[config.mk]
export PLATFORM = sky130hd
export DESIGN_NAME = rx_data_route
export DESIGN_NICKNAME = d
export VERILOG_FILES = /design/src/rtl/uart_rx_pkg.sv /design/src/rtl/rx_fifo_mem.sv /design/src/rtl/rx_data_route.sv
export SDC_FILE = /design/constraint.sdc
export NUM_CORES = 1
export LEC_CHECK = 0
export ABC_AREA = 1
export CAP_MARGIN = 0
export CORE_ASPECT_RATIO = 0.75
export CORE_MARGIN = 5
export CORE_UTILIZATION = 54
export DETAILED_ROUTE_END_ITERATION = 12
export PLACE_DENSITY = 0.72
export SETUP_SLACK_MARGIN = 0.05
export SLEW_MARGIN = 20
export SYNTH_ARGS = -nofsm -noshare
export SYNTH_HDL_FRONTEND = slang
export SYNTH_SLANG_ARGS = --single-unit
[constraint.sdc]
create_clock -name m_clk -period 3.48 [get_ports m_clk]
set_clock_uncertainty 0.2 [all_clocks]
set_input_delay 0.348 -clock m_clk [delete_from_list [all_inputs] [get_ports m_clk]]
set_output_delay 0.348 -clock m_clk [all_outputs]
set_load 0.005 [all_outputs]
[src/rtl/uart_rx_pkg.sv]
// Shared definitions for the UART receive data path.
// Provides the default character width, the RX trigger-level constants,
// the DMA request state enum and a helper that decodes the 2-bit
// trigger-level field into a byte count.
package uart_rx_pkg;

  localparam int RX_DATA_W = 8;

  // Number of queued bytes needed to start a DMA burst for each trig_lvl code
  localparam int TRIG_1  = 1;
  localparam int TRIG_4  = 4;
  localparam int TRIG_8  = 8;
  localparam int TRIG_14 = 14;

  typedef enum logic {
    D_IDLE  = 1'b0,
    D_BURST = 1'b1
  } dma_state_e;

  // Map the trig_lvl code (00/01/10/11) onto its byte threshold
  function automatic int trig_decode(input logic [1:0] lvl);
    int thr;
    thr = TRIG_1;
    case (lvl)
      2'b00: thr = TRIG_1;
      2'b01: thr = TRIG_4;
      2'b10: thr = TRIG_8;
      2'b11: thr = TRIG_14;
      default: thr = TRIG_1;
    endcase
    return thr;
  endfunction

endpackage

[src/rtl/rx_fifo_mem.sv]
// RX FIFO storage: a simple RAM written at wr_ptr plus a registered head
// register that the owner reloads whenever the head entry changes.
// Ports:
//   clk, reset     - clock, asynchronous active-low reset (head register only)
//   wr_en/wr_ptr/wr_data - write port
//   head_ld        - reload the head register this cycle
//   head_bypass    - take the head straight from wr_data instead of the RAM
//   head_ptr       - RAM address to read the new head from
//   head           - registered head byte
module rx_fifo_mem #(
  parameter int DATA_W     = 8,
  parameter int FIFO_DEPTH = 16,
  parameter int PTR_W      = 4
) (
  input  logic              clk,
  input  logic              reset,
  input  logic              wr_en,
  input  logic [PTR_W-1:0]  wr_ptr,
  input  logic [DATA_W-1:0] wr_data,
  input  logic              head_ld,
  input  logic              head_bypass,
  input  logic [PTR_W-1:0]  head_ptr,
  output logic [DATA_W-1:0] head
);

  logic [DATA_W-1:0] mem [FIFO_DEPTH];

  // Storage array; no reset so it maps onto plain RAM
  always_ff @(posedge clk) begin
    if (wr_en) begin
      mem[wr_ptr] <= wr_data;
    end
  end

  // Head register. The bypass covers a push into an empty FIFO and a
  // push+pop on a single-entry FIFO, where the RAM slot is written in the
  // same cycle and cannot be read back yet.
  always_ff @(posedge clk or negedge reset) begin
    if (!reset) begin
      head <= '0;
    end else if (head_ld) begin
      head <= head_bypass ? wr_data : mem[head_ptr];
    end
  end

endmodule

[src/rtl/rx_data_route.sv]
// Receive data routing: steers bytes from the UART receiver either into a
// one-entry holding register (character mode) or into the RX FIFO (FIFO
// mode), presents the head byte to the reader, tracks overrun and drives
// the 16550-style DMA request.
// Ports:
//   m_clk, reset          - clock, asynchronous active-low reset
//   FIFO_EN, DMA_MODE     - store mode and DMA mode selects
//   trig_lvl              - burst DMA trigger level code
//   fifo_clr              - flush pulse
//   rx_data, rx_valid     - received byte and its strobe
//   rd_en, dma_ack        - CPU / DMA pop strobes
//   ovr_clr               - overrun clear pulse
//   data_out, data_ready  - head byte and non-empty flag
//   overrun               - sticky overrun flag
//   dma_req               - registered DMA request
//   fifo_count            - entries held
module rx_data_route
  import uart_rx_pkg::*;
#(
  parameter int DATA_W     = RX_DATA_W,
  parameter int FIFO_DEPTH = 16,
  parameter int PTR_W      = 4
) (
  input  logic              m_clk,
  input  logic              reset,
  input  logic              FIFO_EN,
  input  logic              DMA_MODE,
  input  logic [1:0]        trig_lvl,
  input  logic              fifo_clr,
  input  logic [DATA_W-1:0] rx_data,
  input  logic              rx_valid,
  input  logic              rd_en,
  input  logic              dma_ack,
  input  logic              ovr_clr,
  output logic [DATA_W-1:0] data_out,
  output logic              data_ready,
  output logic              overrun,
  output logic              dma_req,
  output logic [PTR_W:0]    fifo_count
);

  localparam logic [PTR_W:0] DEPTH_C = (PTR_W+1)'(FIFO_DEPTH);
  localparam logic [PTR_W:0] ONE_C   = (PTR_W+1)'(1);

  logic              fifo_en_q;
  logic              flush;
  logic              pop;
  logic              full;
  logic [PTR_W:0]    count_q;
  logic [PTR_W:0]    count_d;
  logic [PTR_W-1:0]  wr_ptr;
  logic [PTR_W-1:0]  rd_ptr;
  logic              fifo_push;
  logic              fifo_pop;
  logic              char_load;
  logic              ovr_evt;
  logic              head_ld;
  logic              head_bypass;
  logic [DATA_W-1:0] fifo_head;
  logic [DATA_W-1:0] hold_reg;
  logic              out_sel;
  logic              burst_mode;
  logic [PTR_W:0]    trig_cnt;
  logic              dma_req_d;
  dma_state_e        dma_state;
  dma_state_e        dma_state_d;

  // Operating mode is taken from the registered FIFO_EN; any difference
  // between the live and registered copy is a mode change and flushes.
  assign flush      = fifo_clr | (FIFO_EN ^ fifo_en_q);
  assign data_ready = (count_q != '0);
  assign full       = (count_q == DEPTH_C);
  assign pop        = (rd_en | dma_ack) & data_ready;

  assign fifo_push  = fifo_en_q & rx_valid & ~flush & (~full | pop);
  assign fifo_pop   = fifo_en_q & pop & ~flush;
  assign char_load  = ~fifo_en_q & rx_valid & ~flush;
  assign ovr_evt    = rx_valid & ~flush & ~pop & (fifo_en_q ? full : data_ready);

  // The FIFO head changes on a push into empty, or on a pop that leaves
  // something behind (including a pop of the last entry paired with a push).
  assign head_ld     = (fifo_push & (count_q == '0)) |
                       (fifo_pop & (fifo_push | (count_q != ONE_C)));
  assign head_bypass = (count_q == '0) | (count_q == ONE_C);

  assign burst_mode = DMA_MODE & fifo_en_q;
  assign trig_cnt   = (PTR_W+1)'(trig_decode(trig_lvl));

  // data_out follows whichever store was loaded most recently, so that an
  // empty store (including right after a mode switch) keeps the last byte.
  assign data_out   = out_sel ? fifo_head : hold_reg;
  assign fifo_count = count_q;

  rx_fifo_mem #(
    .DATA_W     (DATA_W),
    .FIFO_DEPTH (FIFO_DEPTH),
    .PTR_W      (PTR_W)
  ) u_mem (
    .clk         (m_clk),
    .reset       (reset),
    .wr_en       (fifo_push),
    .wr_ptr      (wr_ptr),
    .wr_data     (rx_data),
    .head_ld     (head_ld),
    .head_bypass (head_bypass),
    .head_ptr    (rd_ptr + PTR_W'(1)),
    .head        (fifo_head)
  );

  // Next entry count for both store types
  always_comb begin
    count_d = count_q;
    if (flush) begin
      count_d = '0;
    end else if (fifo_en_q) begin
      count_d = count_q + (PTR_W+1)'(fifo_push) - (PTR_W+1)'(fifo_pop);
    end else if (char_load) begin
      count_d = ONE_C;
    end else if (pop) begin
      count_d = '0;
    end
  end

  // Count, pointers and the mode register
  always_ff @(posedge m_clk or negedge reset) begin
    if (!reset) begin
      fifo_en_q <= 1'b0;
      count_q   <= '0;
      wr_ptr    <= '0;
      rd_ptr    <= '0;
    end else begin
      fifo_en_q <= FIFO_EN;
      count_q   <= count_d;
      if (flush) begin
        wr_ptr <= '0;
        rd_ptr <= '0;
      end else begin
        if (fifo_push) begin
          wr_ptr <= wr_ptr + PTR_W'(1);
        end
        if (fifo_pop) begin
          rd_ptr <= rd_ptr + PTR_W'(1);
        end
      end
    end
  end

  // Character-mode holding register and output source select
  always_ff @(posedge m_clk or negedge reset) begin
    if (!reset) begin
      hold_reg <= '0;
      out_sel  <= 1'b0;
    end else begin
      if (char_load) begin
        hold_reg <= rx_data;
        out_sel  <= 1'b0;
      end else if (head_ld) begin
        out_sel  <= 1'b1;
      end
    end
  end

  // Sticky overrun; a new event wins over a simultaneous clear
  always_ff @(posedge m_clk or negedge reset) begin
    if (!reset) begin
      overrun <= 1'b0;
    end else if (ovr_evt) begin
      overrun <= 1'b1;
    end else if (ovr_clr) begin
      overrun <= 1'b0;
    end
  end

  // DMA FSM state register; dma_req is registered alongside it
  always_ff @(posedge m_clk or negedge reset) begin
    if (!reset) begin
      dma_state <= D_IDLE;
      dma_req   <= 1'b0;
    end else begin
      dma_state <= dma_state_d;
      dma_req   <= dma_req_d;
    end
  end

  // DMA next state, evaluated on the count being written this cycle so the
  // request moves together with fifo_count
  always_comb begin
    dma_state_d = dma_state;
    if (!burst_mode || flush) begin
      dma_state_d = D_IDLE;
    end else if (dma_state == D_IDLE) begin
      if (count_d >= trig_cnt) begin
        dma_state_d = D_BURST;
      end
    end else begin
      if (count_d == '0) begin
        dma_state_d = D_IDLE;
      end
    end
  end

  // DMA request: burst state in burst mode, otherwise simply non-empty
  always_comb begin
    dma_req_d = 1'b0;
    if (burst_mode) begin
      dma_req_d = (dma_state_d == D_BURST);
    end else begin
      dma_req_d = (count_d != '0);
    end
  end

endmodule

==> results_dict.tcl <==
set metrics [dict create \
    grt-ovfl-total 0 \
    cp_max_fo 3 \
    drt-total-wl_mm 16.8 \
    dpl.hpwl_mm 10.8 \
    area_growth_pct 20.3 \
    dieArea_sq_um 16000 \
    dp.cells 891 \
    seq_area_frac_synth 0.641 \
    path_clk_slew_ns 0.07 \
    grt_max_degree 65 \
    max-vdd-ir-drop_uv 409 \
    ant_nets 0 \
    synthCells 676 \
    p_leak_nw 3.40 \
    routed_via_density 5.63 \
    clock_path_buffers 2 \
    fp.dieW_um 144 \
    cts_tree "done" \
    period_share 0.983 \
    cp-end-kind "register" \
    n_antenna_cell 0 \
    worstMarginPinSlew_ns 0.784 \
    ios 35 \
    largest_register_ffs 128 \
    clk_latency_ns 0.43 \
    cts-root-buf "clkbuf_16" \
    setup_tns_ns 0 \
    ys_ff_latch 162 \
    cts_buffers 17 \
    clock_sinks 162 \
    p_per_area_nw_per_um2 517 \
    syn-num-nets 711 \
    port_buffers 34 \
    grt_pass1_wl_mm 27.0 \
    worstSetupStartpointType "register" \
    hold_class "in -> reg" \
    nNetsFinal 784 \
    worstPathArrival_ns 3.54 \
    drtIter0Drc 627 \
    hold_ws_ns 0.299 \
    final_core_util 0.670 \
    finalSetupViolations 0 \
    slew_violations 0 \
    place.gp.congestion 0.908 \
    synth_area_leader_cell "edfxtp_1" \
    crit_required_ns 3.60 \
    hold_violations 0 \
    power.total_mw 4.55 \
    drt_pass1_iterations 5 \
    num_rows 36 \
    max_slew_margin 0.476 \
    core_area_sq_um 13200 \
    grt_usage 0.219 \
    syn_area_per_cell_sq_um 10.8 \
    grt_pass1_vias 5176 \
    synth_edf_count 128 \
    async_flop_share 0.210 \
    start_util 0.557 \
    wl_per_cell_um 18.0 \
    htreeDepth 4 \
    drive_above_1_share 0.169 \
    die_h_um 111 \
    syn_area_sq_um 7320 \
    drc 0 \
    synthTopCellsByArea "edfxtp_1 (53%), dfrtp_1 (12%), nor2_1 (7.1%)" \
    crit_type "reg -> reg" \
    max_freq_ghz 0.292 \
    outcome "finished, final reports clean" \
    synth_top_area_share 0.525 \
    fin_cells 933 \
    yosysWarnings 0 \
    fin_crit_ns 3.42 \
    rsz0062_at_grt "yes" \
    antenna_found_initial 0 \
    drv_cap 0 \
    vias 5250 \
    netlist-cell-type-count 38 \
    synth_ff_type "edfxtp_1" \
]
cell usage after synthesis (2+ instances only):
library cell and number:
a21oi_1 21, o22ai_1 2, inv_1 43, nand2_2 3, inv_2 7, dfrtp_1 34, or2_2 2, clkbuf_1 11
buf_6 2, o21ai_1 2, nand2_1 69, nand3_1 48, a21oi_2 3, nor2_8 3, o21ai_0 78, nand3b_1 2
buf_2 14, nand2_4 2, nor2_1 139, ha_1 15, o211ai_1 32, edfxtp_1 128
layer usage:
layer  global-route usage  vias to the layer above  share of wire
met1                0.326                     2517           0.44
met4               0.0646                        0          0.018
met2                0.327                      205           0.47
met5                    0                        -              0
li1                     -                     2500              -
met3               0.0431                       28          0.074
kinds of logic after synthesis:
group | synth area share
DFF | 0.641
muxes | 0.00137
adders and majority gates | 0.0284
AOI/OAI and AO/OA | 0.111
and+or+nand+nor | 0.167
buffers and inverters | 0.0463
xor gates and xnor gates | 0.00444
worst max-delay path, stage by stage, from the launching register on:
cell and delay (ns):
dfrtp_1 0.41, inv_2 0.09, ha_4 0.15, inv_2 0.03, nor2_2 0.09, nand2_2 0.08
nand2_2 0.08, inv_2 0.04, nand2_4 0.08, nor2_8 0.04, ha_4 0.22, inv_2 0.06
ha_4 0.13, inv_2 0.04, fa_2 0.36, inv_2 0.09, a21oi_1 0.07, o21ai_1 0.09
nand2_1 0.09, nand2_2 0.08, inv_2 0.05, ha_4 0.24, nand3_2 0.07, nand3b_1 0.08
a21oi_1 0.13, a21oi_1 0.08, nand2_1 0.08, nand2_1 0.05
repair_timing:
action | CTS | global route
hold endpoints to repair | 34 | 0
resized for setup | 9 | 11
hold buffers | 1 | 0
pin swaps | 11 | 13
setup endpoints to repair | 2 | 2
buffers inserted | 8 | 1
per-stage QoR:
| stage | cell area (sq um) | setup WS [ns] |
|---|---|---|
| after detailed placement | 8040 | -0.361 |
| final | 8810 | 0.0593 |
| after global placement | 8040 | -0.206 |
| after global routing | 8810 | -0.0343 |
| after floorplan | 7330 | 0.0640 |
| after CTS | 8760 | 0.0574 |
worst paths after layout:
| kind | startpoint | to | slack, ns | cells after the start |
|---|---|---|---|---|
| max | fifo_count[2]$_DFF_PN0_ | dma_req$_DFF_PN0_ | 0.06 | 27 |
| min | ovr_clr | overrun$_DFFE_PN0P_ | 0.30 | 2 |
| max reg2reg | fifo_count[2]$_DFF_PN0_ | dma_req$_DFF_PN0_ | 0.06 | 27 |
| min reg2reg | hold_reg[5]$_DFFE_PN0P_ | hold_reg[5]$_DFFE_PN0P_ | 0.31 | 2 |
| max in group asynchronous | reset | rd_ptr[0]$_DFFE_PN0P_ | 2.19 | 2 |
| min in group asynchronous | reset | hold_reg[1]$_DFFE_PN0P_ | 0.33 | 2 |
power by group:
| part | total [mW] | leakage, nW | internal (mW) | switching [mW] |
|---|---|---|---|---|
| clock network | 1.92 | 0.292 | 1.09 | 0.830 |
| registers | 2.20 | 1.58 | 2.15 | 0.0458 |
| logic | 0.431 | 1.53 | 0.198 | 0.233 |
| total | 4.55 | 3.40 | 3.44 | 1.11 |
cell usage in the layout, fill, tap and decap left out, types with 2 or more instances in the layout:
cell and instances:
edfxtp_1 128, clkdlybuf4s50_1 33, a21oi_2 3, a21oi_1 21, clkbuf_16 17, dfrtp_1 33, or2_2 2, inv_2 15
buf_4 46, nand3_1 46, ha_1 10, o22ai_1 2, o21ai_0 77, inv_8 3, ha_4 5, inv_6 8
nand3b_1 2, nand2_4 3, nand3_2 3, inv_1 35, nor2_8 3, nand2_2 3, clkinvlp_4 2, o211ai_1 32
o21ai_1 3, nand2_1 68, nor2_1 138, nor2_4 2, bufinv_16 2
layout make-up:
cell class | instances | area (sq um)
Multi-Input combinational cell | 434 | 2380
Clock inverter | 15 | 179
Timing Repair Buffer | 83 | 722
Sequential cell | 162 | 4700
Tap cell | 171 | 214
Inverter | 51 | 194
Clock buffer | 17 | 425
Fill cell | 951 | 4350
No activity file was read; power rests on OpenSTA's default activity.
